==> config.mk <==
export PLATFORM = sky130hd
export DESIGN_NAME = hazard_ctrl
export DESIGN_NICKNAME = d
export VERILOG_FILES = /design/src/rtl/hazard_ctrl_pkg.sv /design/src/rtl/sat_counter.sv /design/src/rtl/hazard_ctrl.sv
export SDC_FILE = /design/constraint.sdc
export NUM_CORES = 1
export LEC_CHECK = 0
export CAP_MARGIN = 20
export CORE_MARGIN = 2
export CORE_UTILIZATION = 50
export CTS_CLUSTER_SIZE = 14
export DETAILED_ROUTE_END_ITERATION = 8
export PLACE_DENSITY = 0.9
export SYNTH_ARGS = -nofsm -noshare
export SYNTH_HDL_FRONTEND = slang
export SYNTH_SLANG_ARGS = --single-unit
==> constraint.sdc <==
create_clock -name clk -period 3.9 [get_ports clk]
set_input_delay 0.975 -clock clk [delete_from_list [all_inputs] [get_ports clk]]
set_output_delay 0.975 -clock clk [all_outputs]
set_load 0.01 [all_outputs]
==> src/rtl/hazard_ctrl_pkg.sv <==
// Shared types and constants for the 5-stage pipeline hazard controller.
// Holds the sequencing FSM encoding and the idle values of the control vectors.
package hazard_ctrl_pkg;

    typedef enum logic [1:0] {
        RUN      = 2'd0,
        MEM_WAIT = 2'd1,
        HALT     = 2'd2
    } state_t;

    typedef struct packed {
        logic pc;
        logic if_id;
        logic id_ex;
        logic ex_mem;
    } wen_t;

    typedef struct packed {
        logic if_id;
        logic id_ex;
        logic mem_wb;
    } flush_t;

    localparam wen_t   WEN_DEFAULT   = wen_t'(4'b1111);
    localparam flush_t FLUSH_DEFAULT = flush_t'(3'b000);

endpackage

==> src/rtl/sat_counter.sv <==
// Saturating up-counter used for the stall and flush performance counters.
// Holds at all-ones instead of wrapping.
module sat_counter #(
    parameter int W = 16
) (
    input  logic         clk,
    input  logic         reset,
    input  logic         inc,
    output logic [W-1:0] count
);

    // NOTE: sequential state is always updated with non-blocking assignments.
    always_ff @(posedge clk or negedge reset) begin
        if (!reset) begin
            count <= '0;
        end else if (inc && (count != {W{1'b1}})) begin
            count <= count + 1'b1;
        end
    end

endmodule

==> src/rtl/hazard_ctrl.sv <==
// Pipeline sequencing controller: load-use stalls, branch/jump flushes,
// data-memory wait freeze with timeout-to-HALT, and saturating perf counters.
module hazard_ctrl
    import hazard_ctrl_pkg::*;
#(
    parameter int MEM_TIMEOUT = 16,
    parameter int CNT_W       = 16
) (
    input  logic             clk,
    input  logic             reset,
    input  logic [4:0]       IF_ID_rs,
    input  logic [4:0]       IF_ID_rt,
    input  logic             ID_uses_rt,
    input  logic             ID_jump,
    input  logic             ID_EX_MemRead,
    input  logic [4:0]       ID_EX_rt,
    input  logic             EX_branch_taken,
    input  logic             EX_MEM_mem_access,
    input  logic             mem_ready,
    output logic             PC_write,
    output logic             IF_ID_write,
    output logic             ID_EX_write,
    output logic             EX_MEM_write,
    output logic             IF_ID_flush,
    output logic             ID_EX_flush,
    output logic             MEM_WB_flush,
    output logic [CNT_W-1:0] stall_count,
    output logic [CNT_W-1:0] flush_count,
    output logic             mem_timeout_err
);

    localparam int WW = $clog2(MEM_TIMEOUT);

    state_t        state, state_nxt;
    logic [WW-1:0] wait_cnt, wait_cnt_nxt;
    logic          err;
    logic          freeze, lu, lu_stall;
    wen_t          wen;
    flush_t        fl;

    always_comb begin
        // NOTE: every combinational output gets a default first so no latch is inferred.
        freeze   = 1'b0;
        lu       = 1'b0;
        lu_stall = 1'b0;
        wen      = WEN_DEFAULT;
        fl       = FLUSH_DEFAULT;

        freeze = ((state == RUN) && EX_MEM_mem_access && !mem_ready) ||
                 ((state == MEM_WAIT) && !mem_ready) ||
                 (state == HALT);
        lu = ID_EX_MemRead && (ID_EX_rt != 5'd0) &&
             ((ID_EX_rt == IF_ID_rs) || (ID_uses_rt && (ID_EX_rt == IF_ID_rt)));

        // Priority: freeze > branch > load-use > jump.
        if (!reset) begin
            wen = '0;
            fl  = '0;
        end else if (freeze) begin
            wen       = '0;
            fl.mem_wb = 1'b1;
        end else if (EX_branch_taken) begin
            fl.if_id = 1'b1;
            fl.id_ex = 1'b1;
        end else if (lu) begin
            wen.pc    = 1'b0;
            wen.if_id = 1'b0;
            fl.id_ex  = 1'b1;
            lu_stall  = 1'b1;
        end else if (ID_jump) begin
            fl.if_id = 1'b1;
        end
    end

    always_comb begin
        state_nxt    = state;
        wait_cnt_nxt = wait_cnt;
        case (state)
            RUN: begin
                if (EX_MEM_mem_access && !mem_ready) begin
                    state_nxt    = MEM_WAIT;
                    wait_cnt_nxt = WW'(1);
                end
            end
            MEM_WAIT: begin
                if (mem_ready) begin
                    state_nxt    = RUN;
                    wait_cnt_nxt = '0;
                end else if (wait_cnt == WW'(MEM_TIMEOUT - 1)) begin
                    state_nxt = HALT;
                end else begin
                    wait_cnt_nxt = wait_cnt + 1'b1;
                end
            end
            HALT:    state_nxt = HALT;
            default: state_nxt = RUN;
        endcase
    end

    always_ff @(posedge clk or negedge reset) begin
        if (!reset) begin
            state    <= RUN;
            wait_cnt <= '0;
            err      <= 1'b0;
        end else begin
            state    <= state_nxt;
            wait_cnt <= wait_cnt_nxt;
            if (state_nxt == HALT) begin
                err <= 1'b1;
            end
        end
    end

    sat_counter #(.W(CNT_W)) u_stall_cnt (
        .clk   (clk),
        .reset (reset),
        .inc   (freeze | lu_stall),
        .count (stall_count)
    );

    sat_counter #(.W(CNT_W)) u_flush_cnt (
        .clk   (clk),
        .reset (reset),
        .inc   (fl.if_id),
        .count (flush_count)
    );

    assign PC_write        = wen.pc;
    assign IF_ID_write     = wen.if_id;
    assign ID_EX_write     = wen.id_ex;
    assign EX_MEM_write    = wen.ex_mem;
    assign IF_ID_flush     = fl.if_id;
    assign ID_EX_flush     = fl.id_ex;
    assign MEM_WB_flush    = fl.mem_wb;
    assign mem_timeout_err = err;

endmodule

# --- Word level (Yosys, flattened, before mapping) ---
# Index checks and enable logic that the tools add are counted.
word_totals:
  ff_bits: 39
  input_bits: 23
  output_inout_bits: 40
  wordCells: 59
op_classes:
  addsub: 3
  n_eq_ne: 10
  n_mux: 23
  bitwise_logic: 1
  reduce_logical: 17
ops:
  columns: ["cell", "count"]
  rows:
  - ["adder 16 x 1 -> 16 bit, second input constant", 2]
  - ["!= test 16 bit, second input constant", 2]
  - ["2-to-1 mux 2 bit", 9]
  - ["2-to-1 mux 4 bit", 4]
  - ["== test 5 bit", 2]
  - ["logical AND 1 bit", 9]
  - ["case mux 4 bit (2 select lines)", 1]
  - ["2-to-1 mux 1 bit", 7]
  - ["case mux 2 bit (3 select lines)", 1]
  - ["nonzero test 5 bit", 1]
  - ["adder 4 x 1 -> 4 bit, second input constant", 1]
  - ["== test 2 bit, second input constant", 2]
  - ["== test 4 bit, second input constant", 1]
  - ["logical OR 1 bit", 3]
  - ["2-to-1 mux 3 bit", 1]
  - ["!= test 3 bit, second input constant", 1]
  - ["AND reduction 3 bit", 1]
  - ["== test 2 x 1 -> 1 bit, second input constant", 1]
  - ["zero test 2 bit", 1]
  - ["!= test 2 x 1 -> 1 bit, second input constant", 1]
  - ["nonzero test 2 bit", 1]
  - ["zero test 1 bit", 1]
  - ["OR 1 bit", 1]

# --- Logic depth before layout (Yosys ltp) ---
depth:
  depth_word: 10
  mapped_depth: 9
  mapped_depth_nobuf: 8

# --- By module ---
# From an unflattened synthesis, not the netlist that was laid out.
unflattened:
  hier_cells: 213
  hier_area_um2: 2285.9
by_module_without_submodules:
  columns: ["mod", "instances", "cells_each", "area_per_inst_um2", "seq_area_each_um2"]
  rows:
  - ["sat_counter", 2, 72, 859.6, 400.4]
  - ["hazard_ctrl", 1, 69, 566.8, 175.2]

# --- Worst setup path before layout ---
# No wires, ideal clock.
synth_path:
  path_kind: "input -> output"
  start: "in ID_EX_rt[1]"
  end: "out PC_write"
  t_arrival_ns: 2.309
  required_ns: 2.925
  path_slack_ns: 0.616
  stages: 5
  n_path_buf: 1
  cell_sequence: "or4_1 -> o21ai_2 -> nor2_1 -> a21boi_0 -> buf_4"
synth_between:
  elab_chain_len: 8
  elab_cells_between_ends: 11
  classes_between: "2 x eq/ne; 4 x mux; 5 x reduce/logical"
synth_lines:
  columns: ["item", "line", "rtl"]
  rows:
  - ["start, declared", "hazard_ctrl.sv:16", "input logic [4:0] ID_EX_rt,"]
  - ["== test 5 bit", "hazard_ctrl.sv:53", "((ID_EX_rt == IF_ID_rs) || (ID_uses_rt && (ID_EX_rt == IF_ID_rt)));"]
  - ["logical AND 1 bit", "hazard_ctrl.sv:53", null]
  - ["logical OR 1 bit", "hazard_ctrl.sv:53", null]
  - ["logical AND 1 bit (*)", "hazard_ctrl.sv:52", "lu = ID_EX_MemRead && (ID_EX_rt != 5'd0) &&"]
  - ["2-to-1 mux 2 bit (*)", "hazard_ctrl.sv:65", "end else if (lu) begin"]
  - ["2-to-1 mux 2 bit (*)", "hazard_ctrl.sv:62", "end else if (EX_branch_taken) begin"]
  - ["2-to-1 mux 2 bit (*)", "hazard_ctrl.sv:59", "end else if (freeze) begin"]
  - ["2-to-1 mux 4 bit (*)", "hazard_ctrl.sv:56", "if (!reset) begin"]
  - ["end, declared", "hazard_ctrl.sv:20", "output logic PC_write,"]
# Every way passes the cells marked *; elsewhere a longest branch is shown, timed or not.

# --- Worst setup path in the final report ---
layout_path:
  start: "in IF_ID_rt[1]"
  end: "out IF_ID_write"
layout_between:
  elab_chain_len: 8
layout_lines:
  columns: ["item", "line", "rtl"]
  rows:
  - ["start, declared", "hazard_ctrl.sv:12", "input logic [4:0] IF_ID_rt,"]
  - ["== test 5 bit", "hazard_ctrl.sv:53", null]
  - ["logical AND 1 bit", "hazard_ctrl.sv:53", null]
  - ["logical OR 1 bit", "hazard_ctrl.sv:53", null]
  - ["logical AND 1 bit", "hazard_ctrl.sv:52", null]
  - ["2-to-1 mux 2 bit", "hazard_ctrl.sv:65", null]
  - ["2-to-1 mux 2 bit", "hazard_ctrl.sv:62", null]
  - ["2-to-1 mux 2 bit", "hazard_ctrl.sv:59", null]
  - ["2-to-1 mux 4 bit", "hazard_ctrl.sv:56", null]
  - ["end, declared", "hazard_ctrl.sv:21", "output logic IF_ID_write,"]
# Every way passes these cells.

==> impl_metrics.prom <==
# TYPE chip_impl_metric gauge
chip_impl_metric{name="wl",unit="µm"} 4820
chip_impl_info{name="main_combinational_cell_family_by_area_after_synthesis",value="simple AND/OR/NAND/NOR gates"} 1
chip_impl_metric{name="start_util",unit="%"} 51.35
chip_impl_info{name="clk_root_buffer_cell",value="sky130_fd_sc_hd__clkbuf_8"} 1
chip_impl_metric{name="p_clk_share",unit="%"} 26.4
chip_impl_metric{name="design.core.area",unit="mm²"} 0.003943
chip_impl_metric{name="number_of_antenna_violations_at_the_first_check_in_global_routing",unit=""} 0
chip_impl_info{name="tritoncts_clock_tree",value="built"} 1
chip_impl_metric{name="maxCapViolations",unit=""} 0
chip_impl_metric{name="setup_violations",unit=""} 0
chip_impl_metric{name="cp.arrival",unit="ns"} 2.71
chip_impl_metric{name="placed_inst_area",unit="mm²"} 0.002746
chip_impl_info{name="hold_path_class",value="flop to flop"} 1
chip_impl_metric{name="wl_met3",unit="µm"} 183
chip_impl_metric{name="clk_pin_slew_worst_paths",unit="ns"} 0.09
chip_impl_info{name="critical_path.startpoint_type",value="primary input"} 1
chip_impl_metric{name="ys_types",unit=""} 38
chip_impl_info{name="regToRegEndpoint",value="u_flush_cnt.count[5]"} 1
chip_impl_metric{name="sw_frac_of_total",unit="%"} 31.38
chip_impl_metric{name="place.detailed.instances",unit=""} 308
chip_impl_metric{name="synthArstFlopShare",unit="%"} 100.0
chip_impl_metric{name="synthesis_to_layout_area_growth",unit="%"} 41.22
chip_impl_info{name="crit_family",value="buffers and inverters"} 1
chip_impl_metric{name="worstPathRequired",unit="ns"} 2.92
chip_impl_metric{name="route.antenna.remaining_nets",unit=""} 0
chip_impl_metric{name="synth_fp_nets",unit=""} 217
chip_impl_info{name="synth.largest_area_cell",value="sky130_fd_sc_hd__dfrtp_1"} 1
chip_impl_metric{name="portion_of_the_post_synthesis_area_used_by_sequential_elements",unit="%"} 48.21
chip_impl_metric{name="synth-xor-area-share",unit="%"} 17.31
chip_impl_metric{name="grt_usage",unit="%"} 22.84
chip_impl_metric{name="antenna-diode-count",unit=""} 0
chip_impl_metric{name="tritoncts.num_buffers",unit=""} 5
chip_impl_metric{name="complex_gate_fraction_of_the_synthesized_area",unit="%"} 8.467
chip_impl_info{name="critical_path_cell_by_cell",value="clkdlybuf4s50_1 -> xor2_1 -> nor4_2 -> a32oi_2 -> nor2_1 -> a21boi_1 -> buf_4 -> dlygate4sd2_1"} 1
chip_impl_metric{name="finish.cell_count_without_fillers",unit=""} 316
chip_impl_metric{name="finalWorstPathRequiredPeriod",unit="ns"} 3.686
chip_impl_metric{name="crit_buf_inv",unit=""} 3
chip_impl_metric{name="fmax",unit="GHz"} 0.2713
chip_impl_metric{name="grt_first_pass_wirelength",unit="µm"} 7645
chip_impl_metric{name="timing.critical_path.slowest_cell_delay",unit="ns"} 0.41
chip_impl_info{name="timing.rr.start",value="state[0]"} 1
chip_impl_info{name="synth_area_leaders",value="sky130_fd_sc_hd__dfrtp_1 (48%), sky130_fd_sc_hd__xnor2_1 (11%), sky130_fd_sc_hd__xor2_1 (6.1%), sky130_fd_sc_hd__nand3_1 (4.0%), sky130_fd_sc_hd__nand2_1 (3.2%)"} 1
chip_impl_metric{name="setup.reg_to_reg.worst_slack",unit="ns"} 1.63
chip_impl_metric{name="layout_worst_path_cycle_share",unit="%"} 94.51
chip_impl_metric{name="synth_warnings",unit=""} 0
chip_impl_metric{name="avgViaCountPerCell",unit=""} 5.377
chip_impl_metric{name="final_design_area_no_fill",unit="mm²"} 0.002859
chip_impl_metric{name="p_leak",unit="µW"} 0.001238
chip_impl_metric{name="drc",unit=""} 0
chip_impl_metric{name="p_int",unit="µW"} 883.3
chip_impl_info{name="top_signal_layer_used",value="met4"} 1
chip_impl_metric{name="die_height",unit="µm"} 67.63
chip_impl_metric{name="cp_max_fo",unit=""} 3
chip_impl_metric{name="drtIter0Drc",unit=""} 149
chip_impl_metric{name="timing.clock.skew",unit="ns"} 0.008865
chip_impl_metric{name="power.share.combinational",unit="%"} 29.6
chip_impl_info{name="synth_commonest_cells",value="sky130_fd_sc_hd__dfrtp_1 (39), sky130_fd_sc_hd__xnor2_1 (26), sky130_fd_sc_hd__nand2_1 (17)"} 1
chip_impl_info{name="rsz_0062_raised_after_global_routing",value="false"} 1
chip_impl_metric{name="worstSkewPairLatency",unit="ns"} 0.30
chip_impl_metric{name="yosysTopAreaCellShare",unit="%"} 48.21
chip_impl_metric{name="port_buffers",unit=""} 62
chip_impl_metric{name="final-max-slew-violation-count",unit=""} 0
chip_impl_metric{name="yosys.area_share.adder",unit="%"} 1.854
chip_impl_metric{name="clkSinkCount",unit=""} 39
chip_impl_metric{name="met2_wirelength",unit="µm"} 2540
chip_impl_metric{name="post_cts_buffers",unit=""} 0
chip_impl_metric{name="deepest_clock_path_buffer_count",unit=""} 2
chip_impl_metric{name="yosys_register_bits",unit=""} 39
chip_impl_metric{name="avgRoutedWirePerCell",unit="µm"} 15.25
chip_impl_metric{name="cts-htree-levels",unit=""} 2
chip_impl_metric{name="total_overflow_reported_by_the_global_router",unit=""} 0
chip_impl_metric{name="syn-cell-area",unit="mm²"} 0.002024
chip_impl_metric{name="area_of_the_die",unit="mm²"} 0.004574
chip_impl_metric{name="io-pin-count",unit=""} 63
chip_impl_metric{name="synthMuxAreaShare",unit="%"} 1.669
chip_impl_metric{name="grt_start_max_net_pins",unit=""} 41
chip_impl_info{name="crit_path_start",value="IF_ID_rt[1]"} 1
chip_impl_info{name="yosys_most_used_dff",value="sky130_fd_sc_hd__dfrtp_1"} 1
chip_impl_metric{name="seq_power_share",unit="%"} 44.1
chip_impl_info{name="outcome",value="complete, no violations"} 1
chip_impl_info{name="yosys.cell_count.top_type",value="sky130_fd_sc_hd__dfrtp_1"} 1
chip_impl_metric{name="fp-row-count",unit=""} 23
chip_impl_metric{name="first_global_vias",unit=""} 1636
chip_impl_info{name="critPathCaptureType",value="output pin"} 1
chip_impl_metric{name="power_switching",unit="µW"} 404.0
chip_impl_info{name="cp_slowest_cell",value="sky130_fd_sc_hd__clkdlybuf4s50_1"} 1
chip_impl_metric{name="vdd_drop_max",unit="V"} 0.0003629
chip_impl_metric{name="finalWeightedCongestion",unit=""} 0.8024
chip_impl_metric{name="chipWidth",unit="µm"} 67.63
chip_impl_metric{name="fraction_of_final_layout_cells_with_drive_strength_greater_than_1",unit="%"} 12.41
chip_impl_metric{name="cp_num_cells",unit=""} 8
chip_impl_metric{name="hold_violation_count_in_the_final_report",unit=""} 0
chip_impl_metric{name="nets",unit=""} 291
chip_impl_metric{name="tightest_slew",unit="ns"} 0.5004
chip_impl_metric{name="dr.pass1.iters",unit=""} 5
chip_impl_metric{name="syn_area_per_cell",unit="µm²"} 10.60
chip_impl_metric{name="synthSimpleGateAreaFrac",unit="%"} 20.02
chip_impl_info{name="setup.worst_path.end",value="IF_ID_write"} 1
chip_impl_metric{name="vias",unit=""} 1699
chip_impl_metric{name="dp_hpwl",unit="µm"} 3509
chip_impl_metric{name="pwr_density_cell",unit="mW/mm²"} 450.3
chip_impl_metric{name="max_slew_margin",unit="%"} 66.64
chip_impl_metric{name="synth_edf_count",unit=""} 0
chip_impl_metric{name="detail_route.wirelength.met1",unit="µm"} 2047
chip_impl_metric{name="syn_inst",unit=""} 191
chip_impl_info{name="timing.setup.critical_path_class",value="primary input to output pin"} 1
chip_impl_metric{name="timing.reg2reg.worst_path_depth",unit=""} 8
## layout make-up
cell class,count,area (µm²)
Fill cell,290,1084
Clock buffer,5,68.82
Timing Repair Buffer,73,691.9
Tap cell,50,62.56
Sequential cell,39,975.9
Clock inverter,3,43.79
Inverter,3,11.26
Multi-Input combinational cell,143,1005
## worst min path at each step
stage | start | to | slack (ns) | cells after the start
2_1_floorplan | wait_cnt[2] | wait_cnt[2] | 0.50 | 1
3_3_place_gp | mem_timeout_err | mem_timeout_err | 0.45 | 1
3_5_place_dp | mem_timeout_err | mem_timeout_err | 0.46 | 1
4_1_cts | mem_timeout_err | mem_timeout_err | 0.48 | 1
5_1_grt | mem_timeout_err | mem_timeout_err | 0.50 | 1
6_report | mem_timeout_err | mem_timeout_err | 0.47 | 1
## through the flow
step | hold slack, ns | setup slack, ns | util, % | total power [µW] | setup TNS, ns
final | 0.4739 | 0.2141 | 72.52 | 1287 | 0
after CTS | 0.4777 | 0.02603 | 72.29 | 1294 | 0
after floorplan | 0.4990 | 0.6163 | - | 731.8 | 0
after global placement | 0.4534 | -0.1247 | 69.66 | 935.0 | -0.4028
after global routing | 0.4993 | 0.07959 | 72.52 | 1358 | 0
after detailed placement | 0.4578 | -0.1675 | 69.66 | 946.6 | -0.5700
## sequential cells by signal, indices dropped and copies added, names as in the netlist
name / count
u_flush_cnt.count: 16
u_stall_cnt.count: 16
wait_cnt: 4
state: 2
mem_timeout_err: 1
## power groups by stage
| stage | Combinational, µW | Sequential [µW] | Clock, µW |
|---|---|---|---|
| after CTS | 383 | 564 | 346 |
| after floorplan | 149 | 583 | 0 |
| after global routing | 415 | 579 | 364 |
| after global placement | 366 | 569 | 0 |
| after detailed placement | 378 | 569 | 0 |
| final | 381 | 567 | 340 |
## cell usage in the layout (no fill, tap or decap), types with 2 or more instances in the layout
cell type,instances
sky130_fd_sc_hd__clkbuf_8,5
sky130_fd_sc_hd__buf_4,11
sky130_fd_sc_hd__a21oi_1,4
sky130_fd_sc_hd__dlygate4sd2_1,7
sky130_fd_sc_hd__and4_1,3
sky130_fd_sc_hd__and3_1,8
sky130_fd_sc_hd__inv_1,3
sky130_fd_sc_hd__o21ai_0,5
sky130_fd_sc_hd__xnor2_1,26
sky130_fd_sc_hd__dfrtp_1,39
sky130_fd_sc_hd__clkdlybuf4s50_1,53
sky130_fd_sc_hd__nand4_1,9
sky130_fd_sc_hd__nor2_1,10
sky130_fd_sc_hd__nand2b_1,2
sky130_fd_sc_hd__and2_1,3
sky130_fd_sc_hd__nand2_1,17
sky130_fd_sc_hd__xor2_1,14
sky130_fd_sc_hd__mux2_2,3
sky130_fd_sc_hd__nand3_1,16
sky130_fd_sc_hd__ha_1,3
sky130_fd_sc_hd__o21ai_2,2
## repair_timing
item,4_1_cts,5_1_grt
pin swaps,3,2
gates resized for setup,8,2
setup endpoints to repair,4,1
hold buffers,0,0
gates cloned,0,0
## layer usage
| metal | up-vias | track usage, % |
|---|---|---|
| li1 | 813 | - |
| met1 | 839 | 28.25 |
| met2 | 41 | 38.97 |
| met3 | 6 | 6.000 |
| met4 | 0 | 6.888 |
| met5 | - | 0 |
## logic make-up (layout without fill, tap and decap cells)
family,after synthesis,count (layout)
simple gates,76,76
fa+ha+maj,3,3
compound gates,21,21
xor+xnor,40,40
mux,3,3
flops,39,39
buf+inv,9,84
No activity file was read; power rests on OpenSTA's default activity.
